**config.mk**
```make
export PLATFORM = sky130hd
export DESIGN_NAME = pp_accumulator
export DESIGN_NICKNAME = d
export VERILOG_FILES = /design/src/rtl/pp_accumulator.sv
export SDC_FILE = /design/constraint.sdc
export NUM_CORES = 1
export LEC_CHECK = 0
export CAP_MARGIN = 40
export CORE_MARGIN = 5
export CORE_UTILIZATION = 40
export DETAILED_ROUTE_END_ITERATION = 7
export GPL_ROUTABILITY_DRIVEN = 0
export PLACE_DENSITY_LB_ADDON = 0.2
export SETUP_SLACK_MARGIN = 0.02
export SLEW_MARGIN = 40
export SYNTH_ARGS = -nofsm -noshare
export SYNTH_HDL_FRONTEND = slang
export SYNTH_SLANG_ARGS = --single-unit
export TNS_END_PERCENT = 20
```
**constraint.sdc**
```tcl
create_clock -name clk_i -period 6.2 [get_ports clk_i]
set_clock_uncertainty 0.15 [all_clocks]
set_input_delay 0.93 -clock clk_i [delete_from_list [all_inputs] [get_ports clk_i]]
set_output_delay 0.93 -clock clk_i [all_outputs]
set_load 0.01 [all_outputs]
```
**src/rtl/pp_accumulator.sv**
```systemverilog
// rtl/pp_accumulator.sv - reduces four signed partial products into a 32-bit MAC result over N beats
// Optional macro: PP_ACC_SATURATE_EN (clamp result_o on 32-bit overflow instead of wrapping).
module pp_accumulator #(
    parameter int ACC_W = 42,
    parameter int LEN_W = 8
) (
    input  logic               clk_i,
    input  logic               rst_ni,
    input  logic               start_i,
    input  logic [LEN_W-1:0]   len_i,
    input  logic               normal_mul_i,
    input  logic               pp_valid_i,
    output logic               pp_ready_o,
    input  logic signed [33:0] partial_prods_i [4],
    output logic               res_valid_o,
    input  logic               res_ready_i,
    output logic [31:0]        result_o,
    output logic               ovf_o,
    output logic               busy_o
);

    typedef enum logic [1:0] {
        S_IDLE  = 2'd0,
        S_ACCUM = 2'd1,
        S_DONE  = 2'd2
    } state_e;

    state_e                   state_q, state_d;
    logic signed [ACC_W-1:0]  acc_q, acc_d;
    logic [LEN_W-1:0]         count_q, count_d;
    logic                     normal_q, normal_d;
    logic signed [ACC_W-1:0]  beat_sum;
    logic                     beat;
    logic [ACC_W-32:0]        acc_hi;

    always_ff @(posedge clk_i) begin
        if (!rst_ni) begin
            state_q  <= S_IDLE;
            acc_q    <= '0;
            count_q  <= '0;
            normal_q <= 1'b0;
        end else begin
            state_q  <= state_d;
            acc_q    <= acc_d;
            count_q  <= count_d;
            normal_q <= normal_d;
        end
    end

    // Products are sign-extended to ACC_W before summing so four 34-bit terms never lose carries.
    always_comb begin
        beat_sum = '0;
        if (normal_q) begin
            beat_sum = {{(ACC_W-34){partial_prods_i[0][33]}}, partial_prods_i[0]};
        end else begin
            for (int i = 0; i < 4; i++) begin
                beat_sum = beat_sum + {{(ACC_W-34){partial_prods_i[i][33]}}, partial_prods_i[i]};
            end
        end
    end

    assign beat = pp_valid_i && (state_q == S_ACCUM);

    always_comb begin
        state_d  = state_q;
        acc_d    = acc_q;
        count_d  = count_q;
        normal_d = normal_q;
        case (state_q)
            S_IDLE: begin
                if (start_i) begin
                    state_d  = S_ACCUM;
                    acc_d    = '0;
                    normal_d = normal_mul_i;
                    if (normal_mul_i || (len_i == '0)) begin
                        count_d = LEN_W'(1);
                    end else begin
                        count_d = len_i;
                    end
                end
            end
            S_ACCUM: begin
                if (beat) begin
                    acc_d   = acc_q + beat_sum;
                    count_d = count_q - LEN_W'(1);
                    if (count_q == LEN_W'(1)) begin
                        state_d = S_DONE;
                    end
                end
            end
            S_DONE: begin
                if (res_ready_i) begin
                    state_d = S_IDLE;
                end
            end
            default: state_d = S_IDLE;
        endcase
    end

    always_comb begin
        pp_ready_o  = (state_q == S_ACCUM);
        res_valid_o = (state_q == S_DONE);
        busy_o      = (state_q != S_IDLE);
    end

    // In-range iff bits [ACC_W-1:31] are all copies of the sign.
    assign acc_hi = acc_q[ACC_W-1:31];
    assign ovf_o  = !((&acc_hi) || (~|acc_hi));

    always_comb begin
        result_o = acc_q[31:0];
`ifdef PP_ACC_SATURATE_EN
        if (ovf_o) begin
            result_o = acc_q[ACC_W-1] ? 32'h8000_0000 : 32'h7FFF_FFFF;
        end
`endif
    end

endmodule

```
==> flow_summary.yaml <==
clock_network:
  clock_sinks: 53
  htreeDepth: 2
  root_buffer: "clkbuf_16"
  cts_tree: "yes"
  insertion_delay_ns: 0.32
  clkTransAtPathRegs_ns: 0.08
  cts_buffers: 5
  clockBufferDepth: 2
timing:
  rsz0062_at_grt: "true"
  setup_tns_ns: -0.1476
  finalMaxSlewViolations: 0
  whs_ns: 0.3417
  maxSlewHeadroom: 0.4847
  worst_slew_pin_slew_ns: 0.7730
  hold_viol: 0
  setup_viol: 3
  post-route-period-util: 1.016
  layout_min_cycle_time_ns: 6.299
  setup_slack_ns: -0.09936
  max_freq_ghz: 0.1587
pwr:
  vdd_drop_max_v: 0.0001529
  power.density_nw_per_um2: 353.4
  p_leak_nw: 6.381
  total_power_mw: 4.750
synth:
  ys.flop_type: "dfxtp_1"
  synth_seq_cells: 53
  synth.most_common_cell: "inv_1"
  synth_area_leaders: "fa_1, dfxtp_1, ha_1"
  synth_top_area_frac: 0.1582
  synth_area_per_cell_sq_um: 7.496
  synthArstFlopShare: 0
  synth_common_cells: "inv_1, a21oi_1, nand2_1, o21ai_0, ha_1"
  syn_inst: 1182
  synth_cell_types: 69
  ys_seq_area_frac: 0.1198
  synth_edf_count: 0
  synthesis.area_sq_um: 8860
  synth_area_leader_cell: "fa_1"
  ys_warn_count: 0
  syn_nets: 1481
floorplanning:
  start_util: 0.4060
  coreArea_sq_um: 21820
  die_x_um: 158.8
  top_level_ports: 186
  dieArea_sq_um: 25230
  die_y_um: 158.8
  rows: 54
setup_path:
  critPathLaunchType: "input port"
  rrSetupSlack_ns: 1.88
  reg2reg_from: "normal_q"
  required_ns: 6.25
  crit_fanout: 5
  critPathArrivalTime_ns: 6.35
  reg2reg_depth: 13
  crit_path_end_kind: "register"
  crit_type: "input port to register"
  rr_endpoint: "acc_q[27]"
detailed_routing:
  vias_per_cell: 5.115
  antenna_left: 0
  num_vias: 9437
  first_pass_iters: 5
  routed_wl_um: 26480
  drcViolationCount: 0
  first_iter_violations: 383
  wl_per_cell_um: 14.35
final_layout:
  layout.filler_cells: 1938
  stdcell_count: 1845
  area_delta_synth_final_pct: 51.72
  fin_area_sq_um: 13440
  drive_gt1_frac: 0.2556
  layout.nets: 1863
  antenna_cells: 0
  fin_util: 0.6159
worst_hold_path:
  whs_endpoint: "acc_q[30]"
  worstHoldStart: "acc_q[30]"
  hp-class: "register to register"
  hold-path-cell-count: 2
job:
  cap_violations: 0
placed_design:
  pre_cts_ws_ns: -0.9138
  post_dp_cell_area_sq_um: 12480
  dp.cells: 1814
  port_buffers: 185
  dp_hpwl_um: 21260
global_routing:
  grt_pass1_vias: 9365
  track_usage: 0.1985
  grt_start_max_net_pins: 40
  antenna_found_initial: 0
  grt_pass1_wl_um: 43280
  overflow: 0
status:
  violations: "negative setup slack"
  run_status: "finished with violations"
[worst max-delay path, stage by stage]
cell and delay, ns:
clkdlybuf4s50_1 0.45, inv_1 0.05, fa_1 0.49, fa_1 0.50, inv_1 0.07, ha_4 0.26, buf_4 0.12, nand4_1 0.18
buf_4 0.21, nor2_4 0.12, nand4_1 0.27, a21oi_2 0.22, nor2_1 0.06, buf_4 0.15, a21boi_2 0.11, o21ai_1 0.08
mux2i_1 0.19, nand3_2 0.14, ha_4 0.28, a21oi_4 0.15, nor2b_1 0.06, o21ai_1 0.15, nand2b_1 0.08, a221o_1 0.31
or3_1 0.32, and3_1 0.15, a211o_1 0.25
[flip-flops by register name, indices dropped and copies added (netlist names)]
register / flops
acc_q: 42
count_q: 8
normal_q: 1
state_q: 2
[timing repair]
action	in CTS	in global routing
hold buffers	0	0
setup endpoints to repair	23	26
pin swaps	96	51
resized for setup	112	59
setup buffers	19	6
[kinds of logic (layout without fill, tap and decap cells)]
kind of cell | after synthesis | after routing | synth area share
AO/OA/AOI/OAI | 340 | 340 | 0.2454
XOR/XNOR | 54 | 54 | 0.05338
adder cells (fa/ha/maj) | 149 | 149 | 0.2697
buffers and inverters | 280 | 663 | 0.1335
flip-flops | 53 | 53 | 0.1198
multiplexers | 9 | 9 | 0.01059
AND/OR/NAND/NOR | 297 | 297 | 0.1676
[how the worst max path moves through the flow]
stage,cells after the start,slack (ns),startpoint,end
detailed placement,29,-0.91,partial_prods_i[1],acc_q[35]
CTS,24,-0.06,partial_prods_i[72],acc_q[41]
floorplan,26,0.02,partial_prods_i[1],acc_q[41]
global placement,29,-0.83,partial_prods_i[1],acc_q[35]
global route,26,-0.31,partial_prods_i[3],acc_q[41]
finish,27,-0.1,partial_prods_i[84],acc_q[41]
[per-layer routing]
| metal | part of all wire | global-route usage |
|---|---|---|
| met1 | 0.45 | 0.2573 |
| met4 | 0.022 | 0.04928 |
| met5 | 0 | 0 |
| met3 | 0.050 | 0.02851 |
| met2 | 0.48 | 0.3475 |
[layout make-up]
type,count,area [sq um],area share
multi-input cells,849,7305,0.5434
well taps,280,350.3,0.02606
inverters,212,795.8,0.05920
flip-flops and latches,53,1062,0.07903
clock buffers,5,125.1,0.009308
repair buffers,443,3775,0.2808
clock inverters,3,28.78,0.002141
[report_power, final]
part	total (mW)	internal, mW	switching [mW]
sequential	0.436	0.384	0.0511
combinational	4.00	2.08	1.92
clock	0.318	0.157	0.161
total	4.75	2.62	2.13
[cells in the final DEF (no fill, tap or decap), types with 11 or more instances in the layout]
| master | netlist | routed |
|---|---|---|
| nor2_1 | 49 | 45 |
| dfxtp_1 | 53 | 52 |
| a21oi_1 | 89 | 72 |
| o21ai_2 | 0 | 11 |
| o21a_1 | 12 | 12 |
| nor2b_1 | 33 | 33 |
| a21oi_2 | 0 | 16 |
| a22oi_1 | 17 | 17 |
| buf_4 | 32 | 256 |
| xor2_1 | 28 | 27 |
| xnor2_1 | 26 | 26 |
| and2_1 | 15 | 12 |
| ha_4 | 0 | 18 |
| nand4_1 | 17 | 17 |
| fa_1 | 70 | 66 |
| clkdlybuf4s50_1 | 0 | 168 |
| ha_1 | 79 | 58 |
| inv_2 | 0 | 12 |
| o21ai_1 | 4 | 22 |
| o21ai_0 | 89 | 59 |
| inv_1 | 211 | 199 |
| nor3_1 | 22 | 18 |
| dlygate4sd2_1 | 0 | 17 |
| nand2_1 | 89 | 85 |
| a21o_1 | 36 | 36 |
| nand3_1 | 22 | 17 |
Power figures use the tool's default switching activity.
